[config.mk]
export PLATFORM = sky130hd
export DESIGN_NAME = alu_op_sequencer_flat
export DESIGN_NICKNAME = d
export VERILOG_FILES = /design/src/rtl/alu_op_sequencer_if.sv /design/src/rtl/alu_op_sequencer.sv /design/src/flat_wrapper.sv
export SDC_FILE = /design/constraint.sdc
export NUM_CORES = 1
export LEC_CHECK = 0
export CAP_MARGIN = 30
export CORE_UTILIZATION = 47
export CTS_BUF_LIST = sky130_fd_sc_hd__clkbuf_8
export CTS_CLUSTER_DIAMETER = 80
export CTS_CLUSTER_SIZE = 8
export DETAILED_ROUTE_END_ITERATION = 6
export PLACE_DENSITY = 0.83
export SLEW_MARGIN = 30
export SYNTH_ARGS = -nofsm -noshare
export SYNTH_HDL_FRONTEND = slang
export SYNTH_SLANG_ARGS = --single-unit
[constraint.sdc]
create_clock -name clk -period 2.65 [get_ports clk]
set_input_delay 0.53 -clock clk [delete_from_list [all_inputs] [get_ports clk]]
set_output_delay 0.53 -clock clk [all_outputs]
set_load 0.03 [all_outputs]
[src/rtl/alu_op_sequencer_if.sv]
// rtl/alu_op_sequencer_if.sv - issue, register-file, ALU unit and writeback signals of the ALU op sequencer
interface alu_op_sequencer_if #(
  parameter int DATA_W = 16,
  parameter int REG_AW = 5
);
  logic                instr_valid;
  logic                instr_ready;
  logic [31:0]         instr;
  logic [REG_AW-1:0]   rf_rd_addr_a;
  logic [REG_AW-1:0]   rf_rd_addr_b;
  logic [DATA_W-1:0]   rf_rd_data_a;
  logic [DATA_W-1:0]   rf_rd_data_b;
  logic [DATA_W-1:0]   op_a;
  logic [DATA_W-1:0]   op_b;
  logic [5:0]          alu_sel;
  logic [DATA_W-1:0]   alu_result;
  logic                muldiv_start;
  logic                muldiv_done;
  logic [2*DATA_W-1:0] mul_result;
  logic [DATA_W-1:0]   div_result;
  logic                wb_en;
  logic [REG_AW-1:0]   wb_addr;
  logic [DATA_W-1:0]   wb_data;
  logic                busy;
  logic                err;
  logic [1:0]          err_code;

  modport master (
    input  instr_valid, instr, rf_rd_data_a, rf_rd_data_b, alu_result,
           muldiv_done, mul_result, div_result,
    output instr_ready, rf_rd_addr_a, rf_rd_addr_b, op_a, op_b, alu_sel,
           muldiv_start, wb_en, wb_addr, wb_data, busy, err, err_code
  );

  modport slave (
    output instr_valid, instr, rf_rd_data_a, rf_rd_data_b, alu_result,
           muldiv_done, mul_result, div_result,
    input  instr_ready, rf_rd_addr_a, rf_rd_addr_b, op_a, op_b, alu_sel,
           muldiv_start, wb_en, wb_addr, wb_data, busy, err, err_code
  );
endinterface

[src/rtl/alu_op_sequencer.sv]
// rtl/alu_op_sequencer.sv - multi-cycle sequencer of one instruction through the 16-bit ALU datapath
// Optional retired/stall counters under ALU_OP_SEQUENCER_PERF_EN.
module alu_op_sequencer #(
  parameter int DATA_W         = 16,
  parameter int REG_AW         = 5,
  parameter int MULDIV_TIMEOUT = 64
) (
  input  logic               clk,
  input  logic               rst_n,
  alu_op_sequencer_if.master bus
`ifdef ALU_OP_SEQUENCER_PERF_EN
  ,
  output logic [31:0]        retired_cnt,
  output logic [31:0]        stall_cnt
`endif
);
  localparam int         CNT_W  = (MULDIV_TIMEOUT > 2) ? $clog2(MULDIV_TIMEOUT) : 1;
  localparam logic [5:0] OP_MUL = 6'd7;
  localparam logic [5:0] OP_DIV = 6'd8;

  typedef enum logic [2:0] {IDLE, READ, EXEC, WAIT, WB_LO, WB_HI} state_t;

  state_t            state;
  logic [31:0]       instr_q;
  logic [DATA_W-1:0] hi_q;
  logic [CNT_W-1:0]  wait_cnt;
  logic [5:0]        opcode;

  assign opcode = instr_q[31:26];

  always_ff @(posedge clk) begin
    if (!rst_n) begin
      state            <= IDLE;
      instr_q          <= '0;
      hi_q             <= '0;
      wait_cnt         <= '0;
      bus.instr_ready  <= 1'b0;
      bus.rf_rd_addr_a <= '0;
      bus.rf_rd_addr_b <= '0;
      bus.op_a         <= '0;
      bus.op_b         <= '0;
      bus.alu_sel      <= '0;
      bus.muldiv_start <= 1'b0;
      bus.wb_en        <= 1'b0;
      bus.wb_addr      <= '0;
      bus.wb_data      <= '0;
      bus.busy         <= 1'b0;
      bus.err          <= 1'b0;
      bus.err_code     <= '0;
`ifdef ALU_OP_SEQUENCER_PERF_EN
      retired_cnt      <= '0;
      stall_cnt        <= '0;
`endif
    end else begin
      bus.wb_en        <= 1'b0;
      bus.muldiv_start <= 1'b0;
      bus.err          <= 1'b0;
      case (state)
        IDLE: begin
          bus.instr_ready <= 1'b1;
          if (bus.instr_valid && bus.instr_ready) begin
            instr_q          <= bus.instr;
            bus.rf_rd_addr_a <= REG_AW'(bus.instr[4:0]);
            bus.rf_rd_addr_b <= REG_AW'(bus.instr[9:5]);
            bus.instr_ready  <= 1'b0;
            bus.busy         <= 1'b1;
            state            <= READ;
          end
        end
        READ: begin
          bus.op_a    <= bus.rf_rd_data_a;
          bus.op_b    <= bus.rf_rd_data_b;
          bus.alu_sel <= opcode;
          state       <= EXEC;
        end
        EXEC: begin
          // Writeback to Rdst1 is the common case; MUL/DIV and illegal opcodes cancel it below.
          state       <= WB_LO;
          bus.wb_en   <= 1'b1;
          bus.wb_addr <= REG_AW'(instr_q[20:16]);
          case (opcode) inside
            6'd0:                      bus.wb_data <= bus.op_a;
            6'd1:                      bus.wb_data <= DATA_W'(instr_q[15:0]);
            [6'd4:6'd6], [6'd9:6'd16]: bus.wb_data <= bus.alu_result;
            OP_MUL, OP_DIV: begin
              if (opcode == OP_DIV && bus.op_a == '0) begin
                bus.wb_data  <= '1;
                bus.err      <= 1'b1;
                bus.err_code <= 2'd1;
              end else begin
                bus.wb_en        <= 1'b0;
                bus.muldiv_start <= 1'b1;
                wait_cnt         <= '0;
                state            <= WAIT;
              end
            end
            default: begin
              bus.wb_en       <= 1'b0;
              bus.err         <= 1'b1;
              bus.err_code    <= 2'd0;
              bus.busy        <= 1'b0;
              bus.instr_ready <= 1'b1;
              state           <= IDLE;
            end
          endcase
        end
        WAIT: begin
`ifdef ALU_OP_SEQUENCER_PERF_EN
          stall_cnt <= stall_cnt + 32'd1;
`endif
          // Done wins over the timeout when both land on the last allowed cycle.
          if (bus.muldiv_done) begin
            bus.wb_en   <= 1'b1;
            bus.wb_addr <= REG_AW'(instr_q[20:16]);
            state       <= WB_LO;
            if (opcode == OP_MUL) begin
              bus.wb_data <= bus.mul_result[DATA_W-1:0];
              hi_q        <= bus.mul_result[2*DATA_W-1:DATA_W];
            end else begin
              bus.wb_data <= bus.div_result;
            end
          end else if (wait_cnt == CNT_W'(MULDIV_TIMEOUT - 1)) begin
            bus.err         <= 1'b1;
            bus.err_code    <= 2'd2;
            bus.busy        <= 1'b0;
            bus.instr_ready <= 1'b1;
            state           <= IDLE;
          end else begin
            wait_cnt <= wait_cnt + CNT_W'(1);
          end
        end
        WB_LO: begin
          if (opcode == OP_MUL) begin
            bus.wb_en   <= 1'b1;
            bus.wb_addr <= REG_AW'(instr_q[25:21]);
            bus.wb_data <= hi_q;
            state       <= WB_HI;
          end else begin
            bus.busy        <= 1'b0;
            bus.instr_ready <= 1'b1;
            state           <= IDLE;
`ifdef ALU_OP_SEQUENCER_PERF_EN
            retired_cnt     <= retired_cnt + 32'd1;
`endif
          end
        end
        WB_HI: begin
          bus.busy        <= 1'b0;
          bus.instr_ready <= 1'b1;
          state           <= IDLE;
`ifdef ALU_OP_SEQUENCER_PERF_EN
          retired_cnt     <= retired_cnt + 32'd1;
`endif
        end
        default: begin
          bus.busy        <= 1'b0;
          bus.instr_ready <= 1'b1;
          state           <= IDLE;
        end
      endcase
    end
  end
endmodule

[src/flat_wrapper.sv]
// flat-port wrapper written by rule: the top's interface ports become plain ports
module alu_op_sequencer_flat 
#(
  parameter int DATA_W         = 16,
  parameter int REG_AW         = 5,
  parameter int MULDIV_TIMEOUT = 64
)
  (clk, rst_n, bus_instr_valid, bus_instr, bus_rf_rd_data_a, bus_rf_rd_data_b, bus_alu_result, bus_muldiv_done, bus_mul_result, bus_div_result, bus_instr_ready, bus_rf_rd_addr_a, bus_rf_rd_addr_b, bus_op_a, bus_op_b, bus_alu_sel, bus_muldiv_start, bus_wb_en, bus_wb_addr, bus_wb_data, bus_busy, bus_err, bus_err_code);
  alu_op_sequencer_if #(.DATA_W(DATA_W), .REG_AW(REG_AW)) bus_i ();
  input  logic clk;
  input  logic rst_n;
  input wire logic [$bits(bus_i.instr_valid)-1:0] bus_instr_valid;
  input wire logic [$bits(bus_i.instr)-1:0] bus_instr;
  input wire logic [$bits(bus_i.rf_rd_data_a)-1:0] bus_rf_rd_data_a;
  input wire logic [$bits(bus_i.rf_rd_data_b)-1:0] bus_rf_rd_data_b;
  input wire logic [$bits(bus_i.alu_result)-1:0] bus_alu_result;
  input wire logic [$bits(bus_i.muldiv_done)-1:0] bus_muldiv_done;
  input wire logic [$bits(bus_i.mul_result)-1:0] bus_mul_result;
  input wire logic [$bits(bus_i.div_result)-1:0] bus_div_result;
  output wire logic [$bits(bus_i.instr_ready)-1:0] bus_instr_ready;
  output wire logic [$bits(bus_i.rf_rd_addr_a)-1:0] bus_rf_rd_addr_a;
  output wire logic [$bits(bus_i.rf_rd_addr_b)-1:0] bus_rf_rd_addr_b;
  output wire logic [$bits(bus_i.op_a)-1:0] bus_op_a;
  output wire logic [$bits(bus_i.op_b)-1:0] bus_op_b;
  output wire logic [$bits(bus_i.alu_sel)-1:0] bus_alu_sel;
  output wire logic [$bits(bus_i.muldiv_start)-1:0] bus_muldiv_start;
  output wire logic [$bits(bus_i.wb_en)-1:0] bus_wb_en;
  output wire logic [$bits(bus_i.wb_addr)-1:0] bus_wb_addr;
  output wire logic [$bits(bus_i.wb_data)-1:0] bus_wb_data;
  output wire logic [$bits(bus_i.busy)-1:0] bus_busy;
  output wire logic [$bits(bus_i.err)-1:0] bus_err;
  output wire logic [$bits(bus_i.err_code)-1:0] bus_err_code;
  assign bus_i.instr_valid = bus_instr_valid;
  assign bus_i.instr = bus_instr;
  assign bus_i.rf_rd_data_a = bus_rf_rd_data_a;
  assign bus_i.rf_rd_data_b = bus_rf_rd_data_b;
  assign bus_i.alu_result = bus_alu_result;
  assign bus_i.muldiv_done = bus_muldiv_done;
  assign bus_i.mul_result = bus_mul_result;
  assign bus_i.div_result = bus_div_result;
  assign bus_instr_ready = bus_i.instr_ready;
  assign bus_rf_rd_addr_a = bus_i.rf_rd_addr_a;
  assign bus_rf_rd_addr_b = bus_i.rf_rd_addr_b;
  assign bus_op_a = bus_i.op_a;
  assign bus_op_b = bus_i.op_b;
  assign bus_alu_sel = bus_i.alu_sel;
  assign bus_muldiv_start = bus_i.muldiv_start;
  assign bus_wb_en = bus_i.wb_en;
  assign bus_wb_addr = bus_i.wb_addr;
  assign bus_wb_data = bus_i.wb_data;
  assign bus_busy = bus_i.busy;
  assign bus_err = bus_i.err;
  assign bus_err_code = bus_i.err_code;
  alu_op_sequencer #(.DATA_W(DATA_W), .REG_AW(REG_AW), .MULDIV_TIMEOUT(MULDIV_TIMEOUT)) u_core (.clk(clk), .rst_n(rst_n), .bus(bus_i));
endmodule
==> out/metrics.yaml <==
drt:
  antenna_left: 0
  drt_iter0_markers: 565
  drc: 0
  wl_per_cell_um: 17.3
  firstDrtPassIters: 5
  vias: 5987
  via_per_inst: 5.51
  drt-total-wl_um: 18900
critical_path:
  crit_family: "simple AND/OR/NAND/NOR gates"
  critPathSlowestCell: "nand2_1"
  reg2reg_to: "u_core.bus.wb_data[5]"
  cp-start-kind: "flop"
  cp.arrival_ns: 2.63
  end_kind: "flop"
  max_stage_delay_ns: 0.48
  ff2ff_path_depth: 5
  cp_num_cells: 5
  crit_path_max_fanout: 16
  setup.worst_path.class: "flop to flop"
  r2r_slack_ns: 0.35
  path_buf_inv: 0
  crit_chain: "nor4_1, nand2_1, o221a_2, a221oi_1, a211oi_1"
  reg2reg_from: "u_core.instr_q[31]"
  required_ns: 2.97
sta:
  rsz0062_at_grt: "no"
  fin_crit_ns: 2.30
  final_max_slew_viol_count: 0
  post-route-period-util_pct: 87.0
  tns_ns: 0
  clock_skew_ns: 0.0115
  relSlewSlack_pct: 49.6
  hold_viol: 0
  whs_ns: 0.456
  finalSetupViolCount: 0
  worst_pin_slew_ns: 0.754
  fmax_mhz: 434
final_layout:
  drive_above_1_share_pct: 12.0
  seq_area_sq_um: 2460
  final_nets: 1039
  syn2layout_area_growth_pct: 45.0
  multiInputGateArea_sq_um: 3010
  design_area_sq_um: 8450
  fill_cells: 980
  diodes: 0
synthesis:
  synth_top_area_cell: "dfxtp_1"
  ys.flop_type: "dfxtp_1"
  synth_cell_type_count: 55
  synth_seq_cells: 123
  syn_area_sq_um: 5830
  synth_edf_count: 0
  syn-num-nets: 857
  yosysWarningCount: 0
  async_flop_share_pct: 0
  netlist_instances: 724
  synth.top_cell.area_share_pct: 42.2
  synth_area_leaders: "dfxtp_1 42%, nand2_1 12%, a21oi_1 9.4%, mux2_2 3.3%, o221a_2 3.1%"
  synthTopCellsByCount: "181 x nand2_1, 123 x dfxtp_1, 109 x a21oi_1"
  synth_area_per_cell_sq_um: 8.05
  ys_seq_area_share_pct: 42.2
  yosysMostFrequentCell: "nand2_1"
hold_path:
  min_to: "u_core.hi_q[12]"
  min_from: "u_core.hi_q[12]"
  hold_depth: 2
  min_path_type: "flop to flop"
die:
  rows: 40
  die-height_um: 113
  start_util_pct: 48.3
  ios: 208
  dieArea_sq_um: 12900
  core-area_sq_um: 12100
  die_w_um: 113
clock_tree:
  clkSinkCount: 123
  root_buffer: "clkbuf_8"
  clkLatencyLatePin_ns: 0.45
  cts_buffers: 17
  cts_hold_buffers: 0
  cts-htree-levels: 4
  cts_resized: 0
  path_clk_slew_ns: 0.07
  tritoncts: "built"
  cts_buffer_depth: 2
  post-cts-setup-buffers: 0
placed_design:
  place_congestion: 0.903
  port_buffers: 207
  dpl_cell_area_sq_um: 7990
  dp_hpwl_um: 13400
grt:
  grtUsageTotal_pct: 29.7
  grt-ovfl-total: 0
  antenna_found_initial: 0
  grt_pass1_wl_um: 29400
  grt_pass1_vias: 5595
  grt_max_degree: 65
power:
  max-vdd-ir-drop_mv: 0.574
  p_leak_nw: 2.92
  power.density_nw_per_um2: 928
job:
  cap_violations: 0
status:
  status: "complete, no violations"
worst reg2reg max path, cell delays in order, from the launching register on:
cell and delay, ns:
dfxtp_1 0.43, nor4_1 0.46, nand2_1 0.48, o221a_2 0.41
a221oi_1 0.29, a211oi_1 0.12
per-stage QoR:
step	instances	util (%)	setup slack [ns]	power [mW]
after floorplan	724	-	0.491	4.72
after global placement	1055	66.2	0.385	5.86
after detailed placement	1055	66.3	0.367	5.93
after CTS	1087	70.1	0.359	7.84
after global routing	1087	70.1	0.116	8.26
final	1087	70.1	0.345	7.84
layer usage:
layer	vias to the layer above	GRT usage [%]	routed length, um
li1	2905	-	-
met1	2771	37.7	7770
met2	279	48.3	9060
met3	32	8.02	1580
met4	0	11.6	457
met5	-	0	0
layout by cell type (no fill, tap or decap), types with 5 or more instances in the layout:
| cell | count |
|---|---|
| a211oi_1 | 22 |
| a22oi_1 | 16 |
| nand3_1 | 8 |
| clkdlybuf4s50_1 | 207 |
| a21oi_1 | 109 |
| mux2_2 | 17 |
| or4_1 | 5 |
| dfxtp_1 | 123 |
| o21ai_0 | 7 |
| mux2i_1 | 7 |
| buf_4 | 25 |
| a221oi_1 | 16 |
| inv_1 | 6 |
| and2_1 | 16 |
| o221a_2 | 16 |
| nor2_1 | 42 |
| nor4_1 | 5 |
| nand2_1 | 181 |
| clkbuf_8 | 20 |
power breakdown:
group | switching (mW) | internal, mW | leakage (nW)
clock network | 0.784 | 1.11 | 0.226
registers | 0.340 | 2.18 | 0.998
logic | 1.93 | 1.50 | 1.69
worst max path at each step:
| stage | startpoint | end |
|---|---|---|
| global placement | u_core.state[2] | u_core.bus.wb_data[9] |
| CTS | u_core.instr_q[29] | u_core.bus.wb_data[6] |
| floorplan | u_core.instr_q[27] | u_core.bus.wb_data[10] |
| global route | u_core.instr_q[31] | u_core.bus.wb_data[1] |
| finish | u_core.instr_q[31] | u_core.bus.wb_data[5] |
| detailed placement | bus_muldiv_done | u_core.wait_cnt[4] |
layout make-up:
class                           instances  share of cell area [%]
Clock buffer                           20                    3.26
Clock inverter                         12                    2.18
Inverter                                7                   0.326
Multi-Input combinational cell        524                    35.6
Sequential cell                       123                    29.1
Tap cell                              168                    2.49
Timing Repair Buffer                  233                    27.0
flip-flops by register name (all words and copies together), names as in the netlist:
signal	flops
u_core.bus.err_code	2
u_core.bus.wb_en	1
u_core.bus.wb_data	16
u_core.bus.instr_ready	1
u_core.bus.busy	1
u_core.bus.wb_addr	5
u_core.hi_q	16
u_core.instr_q	24
u_core.bus.op_a	16
u_core.bus.op_b	16
u_core.state	3
u_core.wait_cnt	6
u_core.bus.rf_rd_addr_b	4
u_core.bus.muldiv_start	1
u_core.bus.err	1
u_core.bus.rf_rd_addr_a	4
u_core.bus.alu_sel	6
cells by family (layout without fill, tap and decap cells):
group	count (synthesis)	in the layout	share of synthesized area (%)
AO/OA/AOI/OAI	209	209	24.4
adder cells (fa/ha/maj)	1	1	0.215
buffers and inverters	77	272	6.46
flip-flops	123	123	42.2
multiplexers	24	24	4.49
AND/OR/NAND/NOR	290	290	22.2
No activity file was read; power rests on OpenSTA's default activity.
==> patch 1: new RTL, same flow settings <==
Encoding of `state_t`: now Gray code (3 bits for 6 states).
--- a/src/rtl/alu_op_sequencer.sv
+++ b/src/rtl/alu_op_sequencer.sv
@@ -18,7 +18,7 @@
   localparam logic [5:0] OP_MUL = 6'd7;
   localparam logic [5:0] OP_DIV = 6'd8;
 
-  typedef enum logic [2:0] {IDLE, READ, EXEC, WAIT, WB_LO, WB_HI} state_t;
+  typedef enum logic [2:0] {IDLE = 3'b000, READ = 3'b001, EXEC = 3'b011, WAIT = 3'b010, WB_LO = 3'b110, WB_HI = 3'b111} state_t;
 
   state_t            state;
   logic [31:0]       instr_q;
Behaviour: same outputs for any inputs over 4 cycles, from zero or initial values and one cycle with rst_n low; so few cycles prove little.
==> patch 1 against the unedited design <==
Synthesized area shrank 0.97%; clock skew shrank 2.3 ps; sequential cell count is the same; die area shrank 0.95%; setup slack lost 150 ps; design area shrank 2.4%; utilization shrank 1.4 points; via count shrank 1.6%; largest cell class unchanged; worst hold slack gained 2.9 ps; routed wire length shrank 3.9%.
Power is not compared: it rests on default switching activity, and its combinational part moved more than twofold at a synthesized area within 25%.
==> patch 1: results (changes against the unedited design) <==
The detailed-route via count was 5890 (-1.6%). In the synthesized netlist, the cells that appear most often are nand2_1, dfxtp_1, a21boi_0, a21oi_1, clkbuf_1. The logs give 8.19% (+0.17 points) for the met3 routing resource usage after global routing and 54.0% (+4.4 points) for the relative max-transition margin.

The average instance area after synthesis is 8.00 um^2 (-0.69%). Worst setup timing slack at the placement stage: 260 ps (-107 ps). Fraction of layout cells with a size suffix above 1: 7.80% (-4.2 points).

Hold path endpoint: u_core.hi_q[13]$_SDFFE_PN0P_. The peak per-stage delay on the critical path came out at 570 ps (+90 ps). The CTS clock-pin slew for the worst setup and hold paths works out to 70 ps (about the same). The highest net fanout along the worst path works out to 12 (-4). In this run the worst setup path terminates at u_core.wait_cnt[3]$_SDFFE_PN0P_. The most flop-heavy register was u_core.instr_q.

The flow ran to the end, and the final reports show no timing, DRC or antenna violations. The run gives 7.21 mm (-7.1%) as the routed length on met1. The tools report the number of distinct library cells after synthesis as 48 (-13%). The wire length of the first global-routing pass is 28.6 mm (-2.8%), and the global placer's final weighted congestion is 0.889 (-1.5%). The average detailed-routed wire length per instance was 17.1 um (-1.2%); the starting DRC count in detailed routing was 476 (-16%).

The logs give 459 ps (+2.92 ps) for the tightest hold margin and 4.72 mW for the overall power. For the placed standard-cell area, the log shows 0.00787 mm^2 (-1.6%). The fraction of synthesis flops using an asynchronous set or reset pin is 0% (unchanged), and the met2 layer wire length in the routed design is 8.84 mm (-2.4%). The portion of the clock cycle consumed by the worst path in the final layout works out to 92.8% (+5.8 points). For the fraction of power consumed by sequential logic, the log shows 42.9%. In the post-synthesis netlist, the biggest area contributors are dfxtp_1, nand2_1, a21boi_0. Post-synthesis sequential area ratio: 42.7% (+0.41 points). The mean number of vias per cell is 5.57 (+1.2%), and the sum of met3 wire segment lengths after detailed routing is 1.37 mm (-13%).

For the post-placement cell count, the log shows 1026 (-2.7%). Among all stages on the critical path, the largest delay is contributed by or4_4. For the met1 track demand over resource in global routing, the log shows 33.9% (-3.8 points). The count of fill cells added during filler insertion was 954 (-2.7%).

The tools report the beginning of the worst hold path as u_core.hi_q[13]$_SDFFE_PN0P_. The run gives 9.29 ps (-2.25 ps) as the clock tree skew after final layout. The length of the first detailed-routing pass in iterations was 7 (+2); the number of cells on the worst reg-to-reg path was 6 (+1).

The half-perimeter wire length after detailed placement is 13.1 mm (-2.1%). The via count of the first global-routing pass was 5616 (+0.38%). The worst setup slack for register-to-register paths was 190 ps (-150 ps); the global routing met2 resource utilization was 48.6% (+0.30 points).

The overall fraction of global-route tracks in use came out at 28.9% (-0.84 points). Data arrival time of the worst path: 2840 ps (+210 ps). The maximum number of pins on one net before global-route repair is 43 (-34%), and the net count after synthesis is 855 (-0.23%).

The kind of cell with the highest combined delay on the critical path is simple AND/OR/NAND/NOR gates.
patch 1: cell types whose count changed after synthesis, moves of 16 or more:
cell | unedited run | this run
mux2_2 | 17 | 1
a211oi_1 | 22 | 1
a21oi_1 | 109 | 46
o21ai_0 | 7 | 24
nor2_1 | 43 | 8
a21boi_0 | 1 | 85
o22ai_1 | 0 | 16
nand2_1 | 181 | 202
a22oi_1 | 16 | 0
patch 1: final cells by class:
cell class / instances / area [um^2] / area share, %
multi-input combinational: 529 / 2980 / 36.1
sequential: 123 / 2460 / 29.8
timing repair buffer: 226 / 2240 / 27.1
clock buffer: 23 / 317 / 3.84
tap: 147 / 184 / 2.23
clock inverter: 8 / 67.6 / 0.819
inverter: 1 / 3.75 / 0.0455
patch 1: cell families after synthesis:
| group | Yosys count | synth area share, % |
|---|---|---|
| simple gates | 284 | 21.7 |
| compound gates | 226 | 26.2 |
| flops | 123 | 42.7 |
| buf+inv | 70 | 6.07 |
| mux | 18 | 3.14 |
| fa+ha+maj | 1 | 0.217 |
==> patch 2: new RTL, same flow settings <==
Without the edit above. `MULDIV_TIMEOUT` is set to 64 in 2 places; all go to 128.
--- a/src/rtl/alu_op_sequencer.sv
+++ b/src/rtl/alu_op_sequencer.sv
@@ -3,7 +3,7 @@
 module alu_op_sequencer #(
   parameter int DATA_W         = 16,
   parameter int REG_AW         = 5,
-  parameter int MULDIV_TIMEOUT = 64
+  parameter int MULDIV_TIMEOUT = 128
 ) (
   input  logic               clk,
   input  logic               rst_n,
--- a/src/flat_wrapper.sv
+++ b/src/flat_wrapper.sv
@@ -3,7 +3,7 @@
 #(
   parameter int DATA_W         = 16,
   parameter int REG_AW         = 5,
-  parameter int MULDIV_TIMEOUT = 64
+  parameter int MULDIV_TIMEOUT = 128
 )
   (clk, rst_n, bus_instr_valid, bus_instr, bus_rf_rd_data_a, bus_rf_rd_data_b, bus_alu_result, bus_muldiv_done, bus_mul_result, bus_div_result, bus_instr_ready, bus_rf_rd_addr_a, bus_rf_rd_addr_b, bus_op_a, bus_op_b, bus_alu_sel, bus_muldiv_start, bus_wb_en, bus_wb_addr, bus_wb_data, bus_busy, bus_err, bus_err_code);
   alu_op_sequencer_if #(.DATA_W(DATA_W), .REG_AW(REG_AW)) bus_i ();
Check against the original RTL: same outputs for any inputs over 4 cycles, from zero or initial values and one cycle with rst_n low; that may be too few to reach the edited logic, so the function may still have changed.
==> patch 2 against the unedited design <==
Global-route usage is 0.40 points higher; design area decreased by 5.1%; routed wire length is 6.5% lower; synthesized area decreased by 6.2%; fmax decreased by 0.14%; sequential cell count up 1; setup slack got worse by 3.3 ps; total power shrank 15%; via count down 3.6%; largest power group unchanged.
==> patch 2: results (changes against the unedited design) <==
The flow ran to the end, and the final reports show no timing, DRC or antenna violations. The number of cells on the worst reg-to-reg path was 6 (+1). The logs give 4.16 mW (-13%) for the internal power summed over all cells and 1009 (-2.9%) for the final net count.

Grouping stages by cell kind, the critical path spends the most delay in compound AO/OA/AOI/OAI gates. The number of antenna violations at the first check in global routing was 0 (unchanged); the fraction of the core area covered by cells at the end of the flow was 70.5% (+0.45 points). By area the synthesized netlist is led by dfxtp_1, nand2_1, a21oi_1. The CTS clock-pin slew for the worst setup and hold paths works out to 70 ps (about the same).

Highest layer used for signal routing: met4. Fraction of layout cells with a size suffix above 1: 7.65% (-4.3 points). The highest net fanout along the worst path is 18 (+2). The run gives 350 ps (-16.6 ps) as the worst setup timing slack at the placement stage. The run gives 51 (-7.3%) as the number of distinct library cells after synthesis.

The wire length of the first global-routing pass is 27.6 mm (-6.3%), and the peak per-stage delay on the critical path is 510 ps (+30 ps). Via count of the first global-routing pass: 5693 (+1.8%). The average detailed-routed wire length per instance was 17.1 um (-1.5%); the relative max-transition margin was 59.1% (+9.5 points).

The starting DRC count in detailed routing was 353 (-38%). The tools report the clock tree skew after final layout as 10.3 ps (-1.27 ps). The tools report the worst IR drop on VDD as 0.000514 V (-10%). The logs give 914 (-6.7%) for the count of fill cells added during filler insertion and 1.72 mm (+9.2%) for the sum of met3 wire segment lengths after detailed routing.

Cell with the biggest individual delay on the critical path: dfxtp_1. For the overall fraction of global-route tracks in use, the log shows 30.1% (+0.40 points). The tools report the met2 layer wire length in the routed design as 8.14 mm (-10%). The global placer's final weighted congestion was 0.880 (-2.5%). The insertion delay of the later-clocked pin in the worst-skew pair was 430 ps (-20 ps).

Net count after synthesis: 830 (-3.2%). The commonest cells after synthesis are nand2_1, dfxtp_1, a21oi_1, nor2_1, clkbuf_1. Placed standard-cell area: 0.00761 mm^2 (-4.8%).

The length of the first detailed-routing pass in iterations was 4 (-1); the routed length on met1 was 7.08 mm (-8.8%). The logs give 2.87 nW (-1.5%) for the leakage power and 47 (-28%) for the maximum number of pins on one net before global-route repair. For the post-synthesis sequential area ratio, the log shows 45.4% (+3.2 points). The run gives 5773 (-3.6%) as the detailed-route via count.
## patch 2: path summary, 6_finish.rpt
check                                                        to  slack (ps)                       startpoint
worst max-delay path               u_core.bus.busy$_SDFFE_PN0P_         340  u_core.instr_q[30]$_SDFFE_PN0P_
worst min-delay path            u_core.instr_q[16]$_SDFFE_PN0P_         460  u_core.instr_q[16]$_SDFFE_PN0P_
worst min register to register  u_core.instr_q[16]$_SDFFE_PN0P_         460  u_core.instr_q[16]$_SDFFE_PN0P_
worst max register to register     u_core.bus.busy$_SDFFE_PN0P_         340  u_core.instr_q[30]$_SDFFE_PN0P_
## patch 2: cell families (layout without fill, tap and decap cells)
family | Yosys count | in the layout | synth area share (%)
and+or+nand+nor | 315 | 315 | 25.2
AOI/OAI and AO/OA | 165 | 165 | 18.9
DFF | 124 | 124 | 45.4
buffers and inverters | 68 | 260 | 5.74
muxes | 24 | 24 | 4.53
adders and majority gates | 1 | 1 | 0.229
## patch 2: metrics by stage
step	total power [mW]	instances
after floorplan	3.92	697
after global placement	4.90	1000
after detailed placement	4.95	1000
after CTS	6.67	1032
after global routing	6.99	1032
final	6.66	1032
## patch 2: worst reg2reg max path, delay by kind of cell (launching register included)
kind	cells	cell delay, ps
compound gates	4	1220
flops	1	510
simple gates	2	480
## patch 2: layer usage
layer  vias up  global-route usage [%]
met4         0                    15.4
met2       269                    49.2
met5         -                       0
met1      2689                    35.0
met3        51                    10.2
li1       2764                       -
## patch 2: area by class of cell
cell class / instances / area share (%)
Clock inverter: 13 / 1.86
Inverter: 4 / 0.218
Clock buffer: 19 / 3.26
Tap cell: 143 / 2.23
Timing Repair Buffer: 224 / 28.1
Sequential cell: 124 / 31.0
Multi-Input combinational cell: 505 / 33.4
## patch 2: power groups by stage
| stage | Combinational (mW) | Sequential, mW | Clock, mW |
|---|---|---|---|
| final | 2.58 | 2.36 | 1.72 |
| after global routing | 2.78 | 2.39 | 1.82 |
| after CTS | 2.57 | 2.36 | 1.74 |
| after detailed placement | 2.56 | 2.40 | 0 |
| after global placement | 2.52 | 2.38 | 0 |
| after floorplan | 1.23 | 2.69 | 0 |
